File: src/rtl/serial_data_port_pkg.sv
// rtl/serial_data_port_pkg.sv - shared state encoding and beat-count helpers for serial_data_port
package serial_data_port_pkg;

  typedef enum logic [1:0] {
    SDP_IDLE  = 2'd0,
    SDP_SHIFT = 2'd1,
    SDP_DONE  = 2'd2
  } sdp_state_t;

  function automatic int beats_per_reg(input int reg_bits, input int nshift);
    return reg_bits / nshift;
  endfunction

endpackage

File: src/rtl/serial_data_port.sv
// rtl/serial_data_port.sv - parallel/serial adapter feeding and collecting the 2-bit serial ALU
module serial_data_port
  import serial_data_port_pkg::*;
#(
  parameter int REG_BITS = 8,
  parameter int NSHIFT   = 2
) (
  input  logic                                     clk,
  input  logic                                     reset,
  input  logic                                     in_valid,
  output logic                                     in_ready,
  input  logic [2*REG_BITS-1:0]                    in_data,
  input  logic                                     in_pair,
  input  logic                                     stall,
  output logic                                     advance,
  output logic [NSHIFT-1:0]                        ser_out,
  input  logic [NSHIFT-1:0]                        ser_in,
  output logic [$clog2(2*REG_BITS/NSHIFT)-1:0]     beat,
  output logic                                     out_valid,
  input  logic                                     out_ready,
  output logic [2*REG_BITS-1:0]                    out_data
);

  localparam int W            = 2 * REG_BITS;
  localparam int BEATS_SINGLE = beats_per_reg(REG_BITS, NSHIFT);
  localparam int BW           = $clog2(2 * BEATS_SINGLE);
  localparam logic [BW-1:0] LAST_PAIR   = BW'(2 * BEATS_SINGLE - 1);
  localparam logic [BW-1:0] LAST_SINGLE = BW'(BEATS_SINGLE - 1);

  sdp_state_t     state, state_next;
  logic [W-1:0]   sr;
  logic           pair;
  logic           load;
  logic           last;

  assign ser_out = sr[NSHIFT-1:0];

  always_ff @(posedge clk) begin
    if (reset) begin
      state <= SDP_IDLE;
      sr    <= '0;
      beat  <= '0;
      pair  <= 1'b0;
    end else begin
      state <= state_next;
      if (load) begin
        sr   <= in_data;
        pair <= in_pair;
        beat <= '0;
      end else if (advance) begin
        // result bits enter at the top while operand bits leave at the bottom
        sr   <= {ser_in, sr[W-1:NSHIFT]};
        beat <= last ? '0 : beat + 1'b1;
      end
    end
  end

  always_comb begin
    state_next = state;
    in_ready   = 1'b0;
    advance    = 1'b0;
    out_valid  = 1'b0;
    out_data   = '0;
    load       = 1'b0;
    last       = (beat == (pair ? LAST_PAIR : LAST_SINGLE));
    case (state)
      SDP_IDLE: begin
        in_ready = 1'b1;
        if (in_valid) begin
          load       = 1'b1;
          state_next = SDP_SHIFT;
        end
      end
      SDP_SHIFT: begin
        advance = !stall;
        if (advance && last) state_next = SDP_DONE;
      end
      SDP_DONE: begin
        out_valid = 1'b1;
        in_ready  = out_ready;
        // a single-width result has only been shifted into the upper half
        out_data  = pair ? sr : {{REG_BITS{1'b0}}, sr[W-1:REG_BITS]};
        if (out_ready) begin
          if (in_valid) begin
            load       = 1'b1;
            state_next = SDP_SHIFT;
          end else begin
            state_next = SDP_IDLE;
          end
        end
      end
      default: state_next = SDP_IDLE;
    endcase
  end

endmodule

File: config.mk
export PLATFORM = sky130hd
export DESIGN_NAME = serial_data_port
export DESIGN_NICKNAME = d
export VERILOG_FILES = /design/src/rtl/serial_data_port_pkg.sv /design/src/rtl/serial_data_port.sv
export SDC_FILE = /design/constraint.sdc
export NUM_CORES = 1
export LEC_CHECK = 0
export CAP_MARGIN = 20
export CORE_AREA = 2 2 61 63
export CTS_BUF_LIST = sky130_fd_sc_hd__clkbuf_8
export CTS_CLUSTER_DIAMETER = 100
export DETAILED_ROUTE_END_ITERATION = 12
export DIE_AREA = 0 0 63 65
export GPL_ROUTABILITY_DRIVEN = 1
export GPL_TIMING_DRIVEN = 0
export PLACE_DENSITY = 0.69
export REMOVE_ABC_BUFFERS = 1
export SETUP_SLACK_MARGIN = 0.15
export SLEW_MARGIN = 20
export SYNTH_ARGS = -nofsm -noshare
export SYNTH_HDL_FRONTEND = slang
export SYNTH_SLANG_ARGS = --single-unit
File: constraint.sdc
create_clock -name clk -period 3 [get_ports clk]
set_input_delay 0.45 -clock clk [delete_from_list [all_inputs] [get_ports clk]]
set_output_delay 0.45 -clock clk [all_outputs]
set_load 0.02 [all_outputs]
Word-level counts from Yosys, hierarchy flattened
Index checks and enable logic that the tools add are counted.
{"block": "op_classes", "eq_ne": 6, "muxes": 17, "add_sub_neg": 1, "reduce_logical": 6}
{"op": "two-way mux 16 bit", "count": 4}
{"op": "two-way mux 2 bit", "count": 3}
{"op": "two-way mux 3 bit", "count": 2}
{"op": "!= test 2 bit (second input constant)", "count": 3}
{"op": "case mux 2 bit (3 select lines)", "count": 1}
{"op": "two-way mux 1 bit", "count": 5}
{"op": "case mux 1 bit (2 select lines)", "count": 2}
{"op": "adder 3 x 1 -> 3 bit (second input constant)", "count": 1}
{"op": "equality test 3 bit", "count": 1}
{"op": "AND reduction 3 bit", "count": 1}
{"op": "equality test 2 x 1 -> 1 bit (second input constant)", "count": 1}
{"op": "equality test 2 bit (second input constant)", "count": 1}
{"op": "zero test 2 bit", "count": 1}
{"op": "nonzero test 2 bit", "count": 1}
{"op": "OR reduction 2 bit", "count": 1}
{"op": "logical AND 1 bit", "count": 1}
{"op": "zero test 1 bit", "count": 1}
{"block": "word_totals", "input_bits": 24, "out_inout_bits": 24, "elab_cells": 34, "regBits": 22}

Depth between registers and ports, before layout
{"block": "depth", "ltp_word": 5, "mapped_depth": 6, "depth_no_buf": 4}

Worst setup path before layout
OpenSTA, ideal clock, no wires.
{"block": "synth_timing", "kind": "register -> output", "startpoint": "register state[0]", "endpoint": "output out_data[10]", "arrival_time_ps": 1271, "path_stages_with_launch": 5, "setup_slack_ps": 1279, "path_buffers": 1, "required_ps": 2550, "path_cell_list": "dfxtp_1 nand2b_1 clkbuf_1 inv_1 and3_1"}
{"block": "synth_via", "elab_chain_cells": 2}
{"element": "start: declaration", "line_no": "serial_data_port.sv:30", "rtl": "sdp_state_t state, state_next;"}
{"element": "start signal: assignment", "line_no": "serial_data_port.sv:45", "rtl": "state <= state_next;"}
{"element": "equality test 2 bit", "line_no": "serial_data_port.sv:66", "rtl": "case (state)"}
{"element": "two-way mux 16 bit", "line_no": "serial_data_port.sv:66"}
{"element": "end: declaration", "line_no": "serial_data_port.sv:21", "rtl": "output logic [2*REG_BITS-1:0] out_data"}
Every way passes these cells.

Worst setup path after layout
{"block": "layout_timing", "startpoint": "input stall", "endpoint": "output advance"}
{"block": "layout_via", "elab_chain_cells": 2}
{"element": "start: declaration", "line_no": "serial_data_port.sv:14", "rtl": "input logic stall,"}
{"element": "zero test 1 bit", "line_no": "serial_data_port.sv:75", "rtl": "advance = !stall;"}
{"element": "two-way mux 1 bit", "line_no": "serial_data_port.sv:66"}
{"element": "end: declaration", "line_no": "serial_data_port.sv:15", "rtl": "output logic advance,"}
Every way passes these cells.

==> results by group <==
Power and ir drop
  – Clock share of power: 31.1%
  – Leak: about 0.63 nW
  – P_int: 0.497 mW
  – Reg power frac: 50.1%
  – Combinational power share: a little under a fifth
  – PwrDens: 382 nW/um^2
  – Max IR drop VDD: 0.000157 V
  – Sw Pwr: 0.177 mW
  – Switching portion of total power: a little over a quarter

Global routing
  – All-Layer GR Usage: 17.9%
  – Initial antenna violation count: 0
  – Final global-route overflow total: 0
  – Number of global-route vias before repair: about 1200
  – First-pass GRT wire length: 5780 um
  – Largest net degree at the start of global routing: 23

Final layout
  – Final instance area: 1770 um^2
  – Area Growth Syn to Fin: 38.8%
  – Share of layout cells above drive strength 1: between 5 and 6%
  – N_diodes: 0
  – Commonest non-fill, non-tap cell in the layout: clkdlybuf4s50_1
  – Final core occ: 50.5%
  – Commonest non-fill, non-tap cells in the layout: clkdlybuf4s50_1 (47), nand2_1 (27), dfxtp_1 (22)
  – Nets@finish: about 220
  – Fill cells: 360

Routing
  – Initial DRC count: 31
  – Vias/cell: 5.28
  – WL per Instance: 14.7 um
  – Antenna viol nets, final: 0
  – DRC: 0
  – Vias: between 1000 and 1500
  – Drt pass-1 iters: 4
  – Post-detailed-routing wire length: 3530 um

STA
  – Pins Over Slew Limit: 0
  – Final setup fails: 0
  – RSZ-0062 raised after global routing: no
  – Final Cycle Share: between 90% and 100%
  – Tightest Pin Transition: 0.904 ns
  – Final worst path period need: between 2 and 3 ns
  – Fmax: 363 MHz
  – Clock Skews: 0.00160 ns
  – Final-report hold violation count: 0
  – Slew HR: 39.6%

Synthesis
  – Netlist cell types: 34
  – Yosys warns: 0
  – Netlist Area Pre-Place: 1270 um^2
  – Post-synth EDFFs: 0
  – Yosys reg bits: 22
  – Async SR Flop Fraction: 0%
  – Cell count after synthesis: about 160
  – Seq/Total Area, Yosys: about a third
  – Post-synthesis average cell area: roughly 8.1 um^2
  – Top FF cell, synth: dfxtp_1

Min path
  – Hold path depth: 2
  – Hold Crit Class: register to register

CTS
  – Clock root cell: clkbuf_8
  – CTS tree: done
  – Worst-path clk slew: about 0.080 ns
  – Hold Buf Count CTS: 0
  – Inserted Clock Buffers: 3
  – # Post-CTS Setup Buffers: 0
  – Clock Sinks: 22
  – H-tree depth: 1
  – Clk Latency, worst-skew pair: 0.26 ns
  – Clk buf depth: 2
  – Post-CTS resize count: 2

Die
  – CORE AREA: 3500 um^2
  – Die Wd: 63 um
  – Die height: between 60 and 70 um
  – Io pins: 48
  – Initial cell density of the core: between 30% and 40%
  – Die area: 4100 um^2
  – Site Rows: 22

Status
  – Status: completed

Worst setup path
  – Worst Path Max Fanout: 20
  – Type of origin of the critical path: input port
  – Reg2Reg Depth: 4
  – Critical Path RT: 2.55 ns
  – Setup CP Type: input port to primary output
  – CP arrival: 2.31 ns
  – Worst setup EP type: primary output

Placement
  – Number of buffers inserted by port buffering: 47
  – Post-DP Area: 1710 um^2
  – Hpwl dp: 2390 um
  – RePlAce Congestion: 0.775

Run
  – Max Cap Viol: 0
-- per-layer routing --
| metal | wire length (um) | global-route usage, % |
|---|---|---|
| met4 | 57 | 8.33 |
| met5 | 0 | 0 |
| met2 | 1640 | 29.5 |
| met1 | 1640 | 22.4 |
| met3 | 195 | 3.47 |
-- cell families (layout without fill, tap and decap cells) --
| group | count (synthesis) | in the layout | share of synthesized area [%] |
|---|---|---|---|
| and+or+nand+nor | 71 | 71 | 26.2 |
| DFF | 22 | 22 | 34.6 |
| xor gates and xnor gates | 2 | 2 | 1.97 |
| AOI/OAI and AO/OA | 29 | 29 | 19.4 |
| muxes | 9 | 9 | 7.08 |
| buffers and inverters | 23 | 58 | 9.83 |
| adders and majority gates | 1 | 1 | 0.983 |
-- sequential cells by signal, indices dropped and copies added, names as in the netlist --
name / count
beat: 3
pair: 1
sr: 16
state: 2
-- through the flow --
step	TNS (ns)	std cells	power, mW	setup WS [ns]	hold WS [ns]
6_report	0	240	0.674	0.244	0.502
5_1_grt	0	240	0.707	0.179	0.531
4_1_cts	0	240	0.680	0.242	0.504
3_5_place_dp	0	236	0.470	0.00164	0.493
3_3_place_gp	-0.0413	236	0.466	-0.0413	0.486
2_1_floorplan	0	141	0.404	1.22	0.462
-- power groups by stage --
stage	Clock, mW	Combinational [mW]	Sequential (mW)
floorplan	0	0.0628	0.341
finish	0.210	0.126	0.338
detailed placement	0	0.125	0.345
global route	0.227	0.138	0.341
CTS	0.215	0.127	0.338
global placement	0	0.122	0.344
-- final timing paths --
path                  from       to  slack, ns
setup reg to reg  state[0]    sr[1]       1.26
hold reg to reg      sr[0]    sr[0]       0.50
hold / removal       sr[0]    sr[0]       0.50
setup / recovery     stall  advance       0.24
-- synthesized netlist by cell type (2+ instances only) --
cell type | n | area, um^2
clkbuf_1 | 9 | 33.8
o21ai_1 | 2 | 10.0
nor2b_1 | 3 | 18.8
nor2_1 | 12 | 45.0
and3_1 | 8 | 50.1
a311oi_1 | 13 | 114
nand2_1 | 27 | 101
o221a_2 | 2 | 22.5
dfxtp_1 | 22 | 440
nor3_1 | 14 | 70.1
mux2i_1 | 9 | 90.1
a21oi_1 | 4 | 20.0
inv_1 | 6 | 22.5
nand2b_1 | 4 | 25.0
buf_4 | 3 | 22.5
-- worst max-delay path, cell delays in order --
cell and delay [ns]:
clkdlybuf4s50_1 0.42, or3b_4 0.51, inv_4 0.25, clkdlybuf4s50_1 0.66
-- area by class of cell --
cell class	count	area (um^2)	area share, %
Multi-Input combinational cell	112	712	40.3
Timing Repair Buffer	47	470	26.6
Sequential cell	22	440	24.9
Tap cell	48	60.1	3.40
Clock buffer	4	55.1	3.12
Inverter	7	28.8	1.63
No activity file was read; power rests on OpenSTA's default activity.
